`src/rtl/bonus_hole_ctrl.sv`:
```
// Bonus pocket controller: picks a random free pocket as the bonus target,
// awards points when the current shooter pockets it, and re-targets after a
// hit or a frame timeout until every pocket of the round has been cleared.
module bonus_hole_ctrl #(
   parameter int NUM_HOLES      = 6,
   parameter int TIMEOUT_FRAMES = 300,
   parameter int BONUS_POINTS   = 5,
   parameter int RAND_LATENCY   = 2
) (
   input  logic                 clk,
   input  logic                 resetN,
   input  logic                 startOfFrame,
   input  logic                 new_round,
   input  logic [2:0]           rand_hole,
   output logic                 rand_rise,
   input  logic                 ball_in_hole,
   input  logic [2:0]           ball_hole,
   input  logic                 player,
   output logic [2:0]           target_hole,
   output logic                 target_valid,
   output logic [NUM_HOLES-1:0] hole_mask,
   output logic                 bonus_hit,
   output logic [7:0]           score_p0,
   output logic [7:0]           score_p1,
   output logic [8:0]           frames_left
);

   typedef enum logic [2:0] {
      IDLE      = 3'd0,
      REQUEST   = 3'd1,
      WAIT_RAND = 3'd2,
      PROBE     = 3'd3,
      ACTIVE    = 3'd4,
      EXHAUSTED = 3'd5
   } state_t;

   localparam logic [2:0] HOLES_CNT  = 3'(NUM_HOLES);
   localparam logic [2:0] LAST_HOLE  = 3'(NUM_HOLES - 1);
   localparam logic [8:0] TIMEOUT_LD = 9'(TIMEOUT_FRAMES);
   localparam logic [8:0] POINTS     = 9'(BONUS_POINTS);
   localparam logic [3:0] LAT_LAST   = 4'(RAND_LATENCY - 1);

   state_t     state;
   logic [2:0] cand;       // pocket currently being probed
   logic [2:0] probe_cnt;  // masked probes seen for this candidate search
   logic [3:0] lat_cnt;    // cycles spent waiting for the random source
   logic       target_hit;

   // Adds the bonus to a score, clamping at the 8-bit maximum.
   function automatic logic [7:0] sat_add(input logic [7:0] score);
      logic [8:0] sum;
      sum = {1'b0, score} + POINTS;
      return sum[8] ? 8'hFF : sum[7:0];
   endfunction

   // A pocketing event counts only on the live target and a legal pocket index.
   assign target_hit = ball_in_hole && (ball_hole == target_hole) && (ball_hole < HOLES_CNT);

   // Controller state machine; every output is a register updated here.
   // NOTE: all state is assigned with <= so every register sees the values from
   // before the clock edge, regardless of statement order in this block.
   always_ff @(posedge clk or negedge resetN) begin
      if (!resetN) begin
         state        <= IDLE;
         target_hole  <= '0;
         target_valid <= 1'b0;
         hole_mask    <= '0;
         bonus_hit    <= 1'b0;
         rand_rise    <= 1'b0;
         score_p0     <= '0;
         score_p1     <= '0;
         frames_left  <= '0;
         cand         <= '0;
         probe_cnt    <= '0;
         lat_cnt      <= '0;
      end else begin
         // Pulses default low; rand_rise is raised only on entry to REQUEST.
         bonus_hit <= 1'b0;
         rand_rise <= 1'b0;
         if (new_round) begin
            hole_mask    <= '0;
            target_valid <= 1'b0;
            rand_rise    <= 1'b1;
            state        <= REQUEST;
         end else begin
            case (state)
               IDLE: begin
                  // Hold everything until a new round starts.
               end
               REQUEST: begin
                  lat_cnt <= '0;
                  state   <= WAIT_RAND;
               end
               WAIT_RAND: begin
                  if (lat_cnt == LAT_LAST) begin
                     cand      <= rand_hole;
                     probe_cnt <= '0;
                     state     <= PROBE;
                  end else begin
                     lat_cnt <= lat_cnt + 4'd1;
                  end
               end
               PROBE: begin
                  if (cand >= HOLES_CNT) begin
                     // Fold an out-of-range random index back into range.
                     cand <= cand - HOLES_CNT;
                  end else if (hole_mask[cand]) begin
                     if (probe_cnt == LAST_HOLE) begin
                        state <= EXHAUSTED;
                     end else begin
                        probe_cnt <= probe_cnt + 3'd1;
                        cand      <= (cand == LAST_HOLE) ? 3'd0 : cand + 3'd1;
                     end
                  end else begin
                     target_hole  <= cand;
                     target_valid <= 1'b1;
                     frames_left  <= TIMEOUT_LD;
                     state        <= ACTIVE;
                  end
               end
               ACTIVE: begin
                  // A hit takes priority over a simultaneous timeout.
                  if (target_hit) begin
                     bonus_hit <= 1'b1;
                     if (player) score_p1 <= sat_add(score_p1);
                     else        score_p0 <= sat_add(score_p0);
                     hole_mask[target_hole] <= 1'b1;
                     target_valid <= 1'b0;
                     rand_rise    <= 1'b1;
                     state        <= REQUEST;
                  end else if (startOfFrame) begin
                     if (frames_left <= 9'd1) begin
                        frames_left  <= '0;
                        target_valid <= 1'b0;
                        rand_rise    <= 1'b1;
                        state        <= REQUEST;
                     end else begin
                        frames_left <= frames_left - 9'd1;
                     end
                  end
               end
               EXHAUSTED: begin
                  target_valid <= 1'b0;
               end
               default: begin
                  target_valid <= 1'b0;
                  state        <= IDLE;
               end
            endcase
         end
      end
   end

endmodule

```
`config.mk`:
```
export PLATFORM = sky130hd
export DESIGN_NAME = bonus_hole_ctrl
export DESIGN_NICKNAME = d
export VERILOG_FILES = /design/src/rtl/bonus_hole_ctrl.sv
export SDC_FILE = /design/constraint.sdc
export NUM_CORES = 1
export LEC_CHECK = 0
export ABC_AREA = 1
export ABC_CLOCK_PERIOD_IN_PS = 1900
export CAP_MARGIN = 20
export CORE_MARGIN = 1.5
export CORE_UTILIZATION = 64
export CTS_CLUSTER_DIAMETER = 80
export CTS_CLUSTER_SIZE = 12
export DETAILED_ROUTE_END_ITERATION = 8
export DONT_BUFFER_PORTS = 1
export PLACE_DENSITY = 0.78
export SLEW_MARGIN = 20
export SYNTH_ARGS = -nofsm -noshare
export SYNTH_HDL_FRONTEND = slang
export SYNTH_SLANG_ARGS = --single-unit
```
`constraint.sdc`:
```
create_clock -name clk -period 1.9 [get_ports clk]
set_input_delay 0.19 -clock clk [delete_from_list [all_inputs] [get_ports clk]]
set_output_delay 0.19 -clock clk [all_outputs]
set_load 0.005 [all_outputs]
```
==> impl_metrics.tcl, run 1 <==
set metrics [dict create \
    fin_tns_setup_ps 0 \
    skew_ps 6.37 \
    ys_ff_latch 50 \
    yosysSeqAreaShare 0.412 \
    slew_viol_final 0 \
    min_path_type "input port to flip-flop" \
    routabilityCongestion 0.860 \
    worst_slack_ps 197 \
    boundaryPins 49 \
    synth_area_um2 3030 \
    start_util 0.683 \
    yosysWarnings 0 \
    clk_pin_slew_ps 90 \
    fp.dieW_um 71.9 \
    ir_drop_mv 0.745 \
    arrival_ps 1900 \
    grt.total_usage 0.277 \
    synthesis.nets 419 \
    status "finished, violations left" \
    path_cells "nor2_1 > nand3_1 > nand2_1 > nand3_1 > nand4_1 > nand4_1 > nand2_1 > nand2_1" \
    fin_nets 432 \
    tightestPinTransition_ps 340 \
    min_path_cells 2 \
    grt_pass1_wl_um 11200 \
    drc_errors 4 \
    cp.required_ps 2100 \
    cp-end-kind "flip-flop" \
    grt_overflow 0 \
    violations "DRC" \
    grt_start_max_net_pins 51 \
    rsz0062_at_grt "false" \
    cpMaxStageDelayCell "dfrtp_1" \
    period_share 0.896 \
    critPathMaxFanout 5 \
    critPathMaxStageDelay_ps 450 \
    num_rows 24 \
    grt_pass1_vias 2512 \
    setup.worst_path.start_class "flip-flop" \
    drive_gt1_frac 0.109 \
    multiInputGateArea_um2 1560 \
    seqCellArea_um2 1250 \
    fp.dieH_um 71.9 \
    syn_avg_cell_area_um2 7.62 \
    drt_iter0_markers 149 \
    criticalPathCategory "flip-flop to flip-flop" \
    cpMostUsedCell "nand2_1" \
    fmax_mhz 587 \
    cts_buffers 5 \
    ff2ff_path_depth 8 \
    drt_wl_total_um 6380 \
    finalHoldWorstSlack_ps 48.6 \
    cts-hold-fix-buffers 3 \
    hpwl_um 4720 \
    syn_to_final_growth_pct 7.38 \
    final_core_util 0.733 \
    cts_tree "yes" \
    relSlewSlack 0.772 \
    nFillCells 365 \
    p_int_mw 2.07 \
    antenna_found_initial 0 \
    vias 2607 \
    postCtsSetupBuffers 0 \
    cp.depth 8 \
    total_power_mw 3.60 \
    synth.distinct_cells 32 \
    avgRoutedWirePerCell_um 13.8 \
    core_area_um2 4440 \
    power_density_nw_per_um2 1100 \
    fp.dieArea_um2 5160 \
    drt-pass1-iter-count 6 \
    cts.path.max_buffers 2 \
    clkPwrFrac 0.177 \
    clk_latency_ps 310 \
    final_cell_mix "110 x nand2_1, 50 x dfrtp_1, 44 x o21ai_0, 43 x inv_1, 32 x nand3_1" \
    p_comb_frac 0.390 \
    seq_power_share 0.433 \
    synth_cells 398 \
    cts.repair.resized 0 \
    final_antenna_net_count 0 \
    numClockSinks 50 \
    p_sw_mw 1.53 \
    diodes 0 \
    leakagePower_nw 1.60 \
    final_common_cell "nand2_1" \
    cpLargestDelayFamily "simple AND/OR/NAND/NOR gates" \
    h-tree-depth 2 \
    finalCriticalPeriod_ps 1700 \
    setup_viol 0 \
    dpl_worst_slack_ps 235 \
    vias_per_cell 5.62 \
    io_buffer_count 0 \
    cts_root_buf "clkbuf_8" \
    swShare 0.425 \
    hold_viol_final 0 \
    cp_num_buf_inv 0 \
    max_cap_viol_count 0 \
]
==> final cells by class <==
type | instances | share of cell area
clock buffer | 7 | 0.0265
multi-input combinational | 295 | 0.480
tap | 52 | 0.0200
timing repair buffer | 11 | 0.0330
sequential | 50 | 0.384
clock inverter | 1 | 0.00154
inverter | 48 | 0.0553
==> power by group through the flow <==
stage                     combinational [mW]  clock, mW  sequential (mW)
after floorplan                         1.12          0             1.51
after global placement                  1.32          0             1.57
after detailed placement                1.36          0             1.58
after CTS                               1.41      0.653             1.56
after global routing                    1.64      0.691             1.60
final                                   1.40      0.639             1.56
==> synth_stat cells <==
master | n | area, um^2
or2_2 | 3 | 18.8
a31oi_1 | 3 | 18.8
ha_1 | 9 | 113
nor3_4 | 2 | 32.5
nand2_2 | 4 | 25.0
inv_2 | 5 | 18.8
buf_6 | 2 | 22.5
nand3_1 | 32 | 160
xnor2_1 | 3 | 26.3
buf_2 | 2 | 10.0
nand2_1 | 110 | 413
o31ai_2 | 1 | 12.5
dfrtp_1 | 50 | 1250
o22ai_1 | 1 | 6.26
nand2_4 | 1 | 11.3
a21oi_1 | 10 | 50.1
buf_4 | 1 | 7.51
nor2_8 | 1 | 20.0
inv_1 | 43 | 161
nor2_2 | 1 | 6.26
o21ai_0 | 44 | 220
o21ai_2 | 8 | 70.1
nor3_2 | 1 | 10.0
nand4_1 | 8 | 50.1
xor2_1 | 10 | 87.6
nor2_1 | 26 | 97.6
nand3_4 | 1 | 17.5
nor2_4 | 1 | 11.3
a22oi_1 | 1 | 7.51
o21ai_1 | 7 | 35.0
o31ai_1 | 3 | 22.5
nor3_1 | 4 | 20.0
==> flip-flops by register name, indices dropped and copies added, names as in the netlist <==
name          flops
hole_mask         6
score_p1          8
score_p0          8
rand_rise         1
frames_left       9
lat_cnt           4
bonus_hit         1
probe_cnt         3
target_hole       3
state             3
target_valid      1
cand              3
==> per-layer routing <==
layer | track usage | vias to the layer above | routed length [um]
met5 | 0 | - | 0
met3 | 0.0759 | 6 | 428
met1 | 0.373 | 1199 | 2870
met4 | 0.0860 | 0 | 81
li1 | - | 1327 | -
met2 | 0.438 | 75 | 3000
==> cells by family (layout without fill, tap and decap cells) <==
group | Yosys count | count (layout) | synth area share
and+or+nand+nor | 195 | 195 | 0.294
adders and majority gates | 9 | 9 | 0.0371
buffers and inverters | 53 | 67 | 0.0726
xor gates and xnor gates | 13 | 13 | 0.0375
DFF | 50 | 50 | 0.412
AOI/OAI and AO/OA | 78 | 78 | 0.146
==> worst paths after layout <==
check,from,end,slack (ps)
max,frames_left[2],state[1],200
min,new_round,rand_rise,50
max reg2reg,frames_left[2],state[1],200
min reg2reg,target_valid,target_valid,520
max in group asynchronous,resetN,frames_left[1],1290
min in group asynchronous,resetN,score_p1[3],400
==> through the flow <==
| stage | instances | area (um^2) |
|---|---|---|
| after floorplan | 398 | 3030 |
| after global placement | 453 | 3120 |
| after detailed placement | 453 | 3120 |
| after CTS | 464 | 3260 |
| after global routing | 464 | 3260 |
| final | 464 | 3260 |
No activity file was read; power rests on OpenSTA's default activity.
==> run 2: changes to the inputs <==
Settings changed: CORE_UTILIZATION 64 to 49, PLACE_DENSITY 0.78 to 0.62.
==> run 2 against run 1 <==
The flow now finishes without violations. Maximum frequency increased by 1.1%. Sequential power about the same. Count of clock-buffer cells in the layout down 2. Power increased by 8.1%. Sequential cell count unchanged. Final cell count rose by 5.4%. First-iteration DRC count is 40% lower. Global-route usage shrank 4.9 points. Design area rose by 2.8%. Sequential share of layout area down 1.1 points. Die area grew 29%. Via count increased by 0.23%. Critical endpoint is now frames_left[4]. Largest cell class unchanged. Highest routed layer unchanged.
==> impl_metrics.tcl, run 2 (synthesis gave the netlist of run 1 again) <==
set metrics [dict create \
    path_cells "nor2_4 > inv_1 > a21oi_1 > nand3_1 > buf_4 > nand2_1 > o21ai_2" \
    start_util 0.509 \
    cp.required_ps 2110 \
    leakagePower_nw 1.63 \
    vias_per_cell 5.34 \
    reg_top3 "frames_left (9), score_p0 (8), score_p1 (8)" \
    swShare 0.406 \
    cts_buffers 5 \
    fmax_mhz 594 \
    boundaryPins 49 \
    criticalPathCategory "flip-flop to flip-flop" \
    final_cell_mix "110 x nand2_1, 50 x dfrtp_1, 44 x o21ai_0, 43 x inv_1, 32 x nand3_1" \
    syn_to_final_growth_pct 10.4 \
    num_rows 28 \
    postCtsSetupBuffers 0 \
    ir_drop_mv 0.740 \
    cpMaxStageDelayCell "dfrtp_1" \
    grt_pass1_wl_um 11800 \
    cpLargestDelayFamily "simple AND/OR/NAND/NOR gates" \
    seq_power_share 0.402 \
    numClockSinks 50 \
    largest_reg_flops 9 \
    hold_viol_final 0 \
    fp.dieH_um 81.7 \
    diodes 0 \
    final_antenna_net_count 0 \
    vias 2613 \
    grt_start_max_net_pins 51 \
    setup.worst_path.start_class "flip-flop" \
    drt_iter0_markers 89 \
    cts.path.max_buffers 2 \
    drt_wl_total_um 6740 \
    relSlewSlack 0.743 \
    cts_root_buf "clkbuf_8" \
    period_share 0.886 \
    cp_num_buf_inv 2 \
    p_sw_mw 1.58 \
    arrival_ps 1890 \
    p_int_mw 2.31 \
    finalHoldWorstSlack_ps 53.5 \
    status "complete, no violations" \
    setup_viol 0 \
    core_area_um2 5960 \
    io_buffer_count 0 \
    drc_errors 0 \
    power_density_nw_per_um2 1160 \
    fin_cells 489 \
    dp.cells 478 \
    grt.total_usage 0.228 \
    skew_ps 10.4 \
    antenna_found_initial 0 \
    drt-pass1-iter-count 4 \
    avgRoutedWirePerCell_um 13.8 \
    finalCriticalPeriod_ps 1680 \
    fin_tns_setup_ps 0 \
    p_comb_frac 0.365 \
    routabilityCongestion 0.841 \
    tightestPinTransition_ps 385 \
    cts_tree "yes" \
    max_cap_viol_count 0 \
    slew_viol_final 0 \
    final_common_cell "nand2_1" \
    min_path_type "input port to flip-flop" \
    grt_overflow 0 \
    critPathMaxFanout 10 \
    h-tree-depth 2 \
    clkPwrFrac 0.232 \
    drive_gt1_frac 0.118 \
    hpwl_um 4910 \
    clk_latency_ps 310 \
    cp-end-kind "flip-flop" \
    fp.dieArea_um2 6670 \
    critPathMaxStageDelay_ps 490 \
    grt_pass1_vias 2586 \
    fp.dieW_um 81.7 \
    clk_pin_slew_ps 100 \
    fin_nets 434 \
    regMostFlops "frames_left" \
    rsz0062_at_grt "false" \
]
## run 2: changes by cell type in the layout (fill, tap and decap cells not counted), sizes merged
cell and delta:
buf +2, clkbuf -2, bufinv +2
## run 2: cell type report
type	instances	area [um^2]
sequential	50	1250
clock inverter	3	68.8
inverter	48	180
clock buffer	5	68.8
tap	75	93.8
timing repair buffer	13	123
fill	565	2610
multi-input combinational	295	1570
## run 2: power by group through the flow
| stage | Combinational (mW) | Sequential, mW | Clock, mW |
|---|---|---|---|
| floorplan | 1.12 | 1.51 | 0 |
| global placement | 1.36 | 1.58 | 0 |
| detailed placement | 1.37 | 1.59 | 0 |
| CTS | 1.42 | 1.56 | 0.924 |
| global route | 1.65 | 1.61 | 0.969 |
| finish | 1.42 | 1.56 | 0.905 |
## run 2: final timing paths
kind                               from        endpoint  slack, ps  depth (start not counted)
max                            state[2]  frames_left[4]        220                          7
min                           new_round     score_p1[0]         50                          2
max reg2reg                    state[2]  frames_left[4]        220                          7
min reg2reg                probe_cnt[1]    probe_cnt[1]        530                          2
max in group asynchronous        resetN    probe_cnt[1]       1270                          2
min in group asynchronous        resetN     score_p1[6]        360                          2
## run 2: timing repair
item | CTS | global route
endpoints found under the hold margin | 51 | 0
endpoints found under the setup margin | 0 | 1
hold buffers | 3 | 0
resized for setup | 0 | 1
## run 2: layer usage
| metal | GRT usage | vias to the layer above | share of wire |
|---|---|---|---|
| li1 | - | 1334 | - |
| met1 | 0.289 | 1192 | 0.46 |
| met2 | 0.379 | 77 | 0.47 |
| met3 | 0.0622 | 10 | 0.063 |
| met4 | 0.0712 | 0 | 0.015 |
| met5 | 0 | - | 0 |
## run 2: per-stage QoR
stage	util	total power, mW	instance area, um^2	setup WS, ps
2_1_floorplan	-	2.63	3030	384
6_report	0.563	3.89	3350	216
4_1_cts	0.562	3.91	3350	212
3_5_place_dp	0.531	2.96	3160	220
3_3_place_gp	0.531	2.94	3160	263
5_1_grt	0.563	4.23	3350	52.0
==> run 3: changes to the inputs <==
Settings changed: SKIP_CTS_REPAIR_TIMING set to 1, SLEW_MARGIN 20 to not set.
==> run 3 against run 2 <==
Combinational power about the same. Final cell count is the same. Clock skew increased by 0.84 ps. Die area is the same. Sequential cell count unchanged. Maximum frequency shrank 0.27%. Hold slack lost 0.84 ps. Design area is the same. Non-clock buffer count unchanged.
==> impl_metrics.tcl, run 3 (synthesis gave the netlist of run 1 again) <==
set metrics [dict create \
    relSlewSlack 0.742 \
    cp.required_ps 2110 \
    final_antenna_net_count 0 \
    use_met2 0.377 \
    drt_iter0_markers 81 \
    clk_latency_ps 310 \
    num_rows 28 \
    io_buffer_count 0 \
    fin_nets 434 \
    power_density_nw_per_um2 1160 \
    fp.dieH_um 81.7 \
    cp-end-kind "flip-flop" \
    top_usage_layer "met2" \
    r2r_start "state[2]" \
    period_share 0.889 \
    hold_start "new_round" \
    largest_reg_flops 9 \
    rsz0062_at_grt "false" \
    ir_drop_mv 0.740 \
    final_common_cell "nand2_1" \
    cts.path.max_buffers 2 \
    drt-pass1-iter-count 4 \
    critPathMaxFanout 10 \
    reg_top3 "frames_left (9), score_p0 (8), score_p1 (8)" \
    syn_to_final_growth_pct 10.4 \
    grtUsageMet1 0.286 \
    cts_root_buf "clkbuf_8" \
    grt.total_usage 0.226 \
    fp.dieArea_um2 6670 \
    diodes 0 \
    fin_tns_setup_ps 0 \
    fp.dieW_um 81.7 \
    clk_pin_slew_ps 100 \
    vias 2588 \
    leakagePower_nw 1.63 \
    fin_cells 489 \
    finalHoldWorstSlack_ps 52.6 \
    arrival_ps 1900 \
    avgRoutedWirePerCell_um 13.9 \
    boundaryPins 49 \
    hold_viol_final 0 \
    cts_tree "yes" \
    finalCriticalPeriod_ps 1690 \
    core_area_um2 5960 \
    h-tree-depth 2 \
    slew_viol_final 0 \
    criticalPathCategory "flip-flop to flip-flop" \
    setup.worst_path.start_class "flip-flop" \
    setup_viol 0 \
    status "complete, no violations" \
    start_util 0.509 \
    max_cap_viol_count 0 \
    routabilityCongestion 0.841 \
    drt_wl_total_um 6780 \
    grt_pass1_wl_um 11600 \
    antenna_found_initial 0 \
    fmax_mhz 592 \
    cts_buffers 5 \
    numClockSinks 50 \
    dp.cells 478 \
    grt_overflow 0 \
    drive_gt1_frac 0.118 \
    tightestPinTransition_ps 385 \
    regMostFlops "frames_left" \
    final_cell_mix "110 x nand2_1, 50 x dfrtp_1, 44 x o21ai_0, 43 x inv_1, 32 x nand3_1" \
    grt_pass1_vias 2552 \
    min_path_type "input port to flip-flop" \
    grt_start_max_net_pins 51 \
    drc_errors 0 \
    vias_per_cell 5.29 \
    grtUsageMet3 0.0622 \
    hpwl_um 4910 \
    skew_ps 11.2 \
    crit_start "state[2]" \
]
==> run 3: final timing paths <==
path | end | slack [ps] | cells past startpoint
setup / recovery | frames_left[4] | 210 | 7
hold / removal | score_p1[0] | 50 | 2
setup reg to reg | frames_left[4] | 210 | 7
hold reg to reg | probe_cnt[1] | 530 | 2
max in group asynchronous | probe_cnt[0] | 1280 | 2
min in group asynchronous | score_p1[4] | 380 | 2
==> run 3: power by group <==
group	switching (mW)	total, mW	leakage, nW	internal [mW]
Combinational	0.913	1.42	0.926	0.508
Sequential	0.290	1.57	0.634	1.28
Clock	0.377	0.905	0.0683	0.528
Total	1.58	3.89	1.63	2.31
==> run 3: through the flow <==
stage	total power, mW	utilization	area [um^2]	setup slack [ps]
2_1_floorplan	2.63	-	3030	384
3_3_place_gp	2.94	0.531	3160	263
3_5_place_dp	2.96	0.531	3160	220
4_1_cts	3.88	0.554	3300	212
5_1_grt	4.23	0.563	3350	52.0
6_report	3.89	0.563	3350	211
==> run 3: layout make-up <==
class	instances	area (um^2)
clock buffers	5	68.8
well taps	75	93.8
repair buffers	13	123
multi-input cells	295	1570
fillers	566	2610
clock inverters	3	68.8
flip-flops and latches	50	1250
inverters	48	180
==> run 3: critical path: stages, from the launching register on <==
cell and delay, ps:
dfrtp_1 500, nor2_4 270, inv_1 170, a21oi_1 170
nand3_1 150, buf_4 200, nand2_1 70, o21ai_2 50
==> run 3: per-layer routing <==
metal,share of wire,vias up
met4,0.013,0
met5,0,-
met2,0.47,75
li1,-,1333
met1,0.46,1172
met3,0.063,8
==> patch: new RTL, settings of run 2 <==
Encoding of `state_t`: now one-hot (6 bits for 6 states).
--- a/src/rtl/bonus_hole_ctrl.sv
+++ b/src/rtl/bonus_hole_ctrl.sv
@@ -25,13 +25,13 @@
    output logic [8:0]           frames_left
 );
 
-   typedef enum logic [2:0] {
-      IDLE      = 3'd0,
-      REQUEST   = 3'd1,
-      WAIT_RAND = 3'd2,
-      PROBE     = 3'd3,
-      ACTIVE    = 3'd4,
-      EXHAUSTED = 3'd5
+   typedef enum logic [5:0] {
+      IDLE      = 6'b000001,
+      REQUEST   = 6'b000010,
+      WAIT_RAND = 6'b000100,
+      PROBE     = 6'b001000,
+      ACTIVE    = 6'b010000,
+      EXHAUSTED = 6'b100000
    } state_t;
 
    localparam logic [2:0] HOLES_CNT  = 3'(NUM_HOLES);
Behaviour: no difference found for any inputs over 10 cycles, from zero or initial values and one cycle with resetN low; not proved beyond that.
==> patch against run 2 <==
- the flow now finishes with violations (DRC)
- final cell count up 6.5%
- power is 17% lower
- synthesized cell count up 6.5%
- cell area up 7.2%
- maximum frequency shrank 3.1%
- synthesized area rose by 8.1%
- worst setup slack got worse by 0.055 ns
- sequential cell count up 3
- routed wire length up 8.6%
- clock skew decreased by 0.0032 ns
- highest routed layer unchanged
==> patch: results (changes against run 2) <==
Run status
  • Run status: finished, violations left
  • Violations in the final reports: DRC

Yosys
  • Cell types with the highest counts after synthesis: nand2_1, dfrtp_1, inv_1
  • Gate count after technology mapping: 424 (+6.5%)
  • Fraction of registers with async set or reset after synthesis: 100% (unchanged)
  • Most instantiated flip-flop cell in the synthesis netlist: dfrtp_1
  • YS warnings: 0 (unchanged)
  • Post-synth cell types: 35 (+9.4%)
  • Most area-consuming cells after synthesis: dfrtp_1, nand2_1, nand3_1
  • Mapped Nets: 445 (+6.2%)
  • Sequential element share of the synthesized area: 40.5% (-0.76 points)

Job
  • Count of maximum capacitance violations: 0 (unchanged)

Placement
  • Cells after DPL: 506 (+5.9%)
  • Placer congestion estimate: 0.839 (-0.21%)
  • Post-Place Cell Area: 3410 sq um (+7.8%)
  • Quantity of I/O buffers inserted on ports: 0 (unchanged)
  • Post-DP HPWL: 5410 um (+10%)
  • Worst-case setup slack after placement: 0.115 ns (-0.105 ns)

Timing
  • Final hold slack: 0.0167 ns (-0.0367 ns)
  • Worst-case clock skew: 0.00719 ns (-0.00320 ns)
  • Max transition margin: 74.8% (+0.53 points)

CTS
  • H-Tree Depth: 2 (unchanged)
  • Gates resized, CTS repair: 0 (unchanged)
  • CTS root buffer: clkbuf_8
  • Clock-pin slew of the registers on the worst-case setup and hold paths: 0.10 ns (about the same)
  • Number of buffers on the longest clock path: 2 (unchanged)
  • Clk_lat worst skew: approximately 0.32 ns

Worst setup path
  • Critical path data required time: 2.11 ns (about the same)
  • Startpoint of the worst-slack reg-to-reg timing path: state[1]
  • Largest stage delay, worst path: 0.43 ns (-0.06 ns)
  • Startpoint class of the critical path: register
  • FF-to-FF End: score_p1[6]
  • Worst reg-to-reg path cell count: 8 (+1)
  • Critical Path Slowest Stage Cell: dfrtp_1
  • Slack of the worst reg-to-reg path: 0.16 ns (-0.05 ns)
  • Crit-path max FO: 9 (-1)

Hold path
  • Startpoint of the tightest hold check path: new_round
  • Number of cells on the worst hold path: 1 (-1)
  • Classification of the worst-slack hold path: input port to register
  • Sink of the worst hold path: state[2]

Route
  • Detailed-route wire length: 7320 um (+8.6%)
  • First drt pass iteration count: 7 (+3)
  • Detailed-route wire length per cell: 14.0 um (+1.9%)
  • Number of DRC violations after detailed routing: 2 (+2)
  • 1st-iter DRT viols: 186 (+110%)
  • Vias: 2790 (+6.8%)

Power and ir drop
  • Leak pwr: 1.82 nW (+12%)
  • Peak VDD IR: 0.419 mV (-43%)

Global route
  • Initial antenna violation count: 0 (unchanged)
  • Overall track demand over capacity in global routing: 21.4% (-1.4 points)
  • Vias in the first global route: 2684 (+3.8%)
  • Maximum number of pins on one net before global-route repair: 54 (+5.9%)
  • Wire length of the first global-routing pass: 12500 um (+6.3%)

Finish
  • Register area: 1330 sq um (+6.1%)
  • Post-layout nets: 464 (+6.9%)
  • Final antenna diode count: 0 (unchanged)
  • Largest registers ranked by flip-flop count: frames_left (9), score_p0 (8), score_p1 (8)
  • Fillers: 616 (+9.0%)
  • Fraction of final layout cells with drive strength greater than 1: 13.5% (+1.7 points)
## patch: area by class of cell
class / instances / area share [%]
multi-input cells: 310 / 47.5
flip-flops and latches: 53 / 36.9
inverters: 58 / 6.06
repair buffers: 15 / 4.18
well taps: 77 / 2.68
clock buffers: 6 / 2.30
clock inverters: 2 / 0.383
## patch: per-layer routing
layer / share of wire, % / vias to the layer above / track usage (%)
met5: 0 / - / 0
met4: 1.6 / 0 / 6.56
met3: 5.8 / 11 / 5.25
met2: 44 / 51 / 33.7
met1: 49 / 1310 / 29.4
li1: - / 1418 / -
## patch: cell families (layout without fill, tap and decap cells)
logic type | count (synthesis) | in the layout | share of synthesized area [%]
flops | 53 | 53 | 40.5
buf+inv | 62 | 81 | 7.71
mux | 1 | 1 | 0.305
simple gates | 218 | 219 | 33.3
compound gates | 68 | 68 | 11.3
xor+xnor | 13 | 13 | 3.47
fa+ha+maj | 9 | 9 | 3.43
## patch: worst max path at each step
| stage | to | slack, ns |
|---|---|---|
| finish | score_p1[6] | 0.16 |
| global route | score_p1[5] | 0.04 |
| CTS | score_p0[2] | 0.09 |
| detailed placement | score_p0[2] | 0.12 |
| global placement | score_p0[0] | 0.15 |
| floorplan | frames_left[0] | 0.41 |
## patch: timing repair
action | CTS | global route
setup endpoints to repair | 0 | 4
endpoints found under the hold margin | 55 | 0
buffers inserted | 0 | 3
hold buffers | 3 | 0
## patch: power breakdown
group          switching [W]  total (W)  leakage, nW  internal (W)
sequential          0.000189    0.00147        0.648       0.00128
combinational       0.000688    0.00106         1.12      0.000369
clock               0.000399   0.000695       0.0512      0.000297
## patch: critical path: cells and delay by family (launching register included)
kind	cells	cell delay, ns
simple gates	6	0.95
flops	1	0.43
compound gates	1	0.17
buf+inv	1	0.08
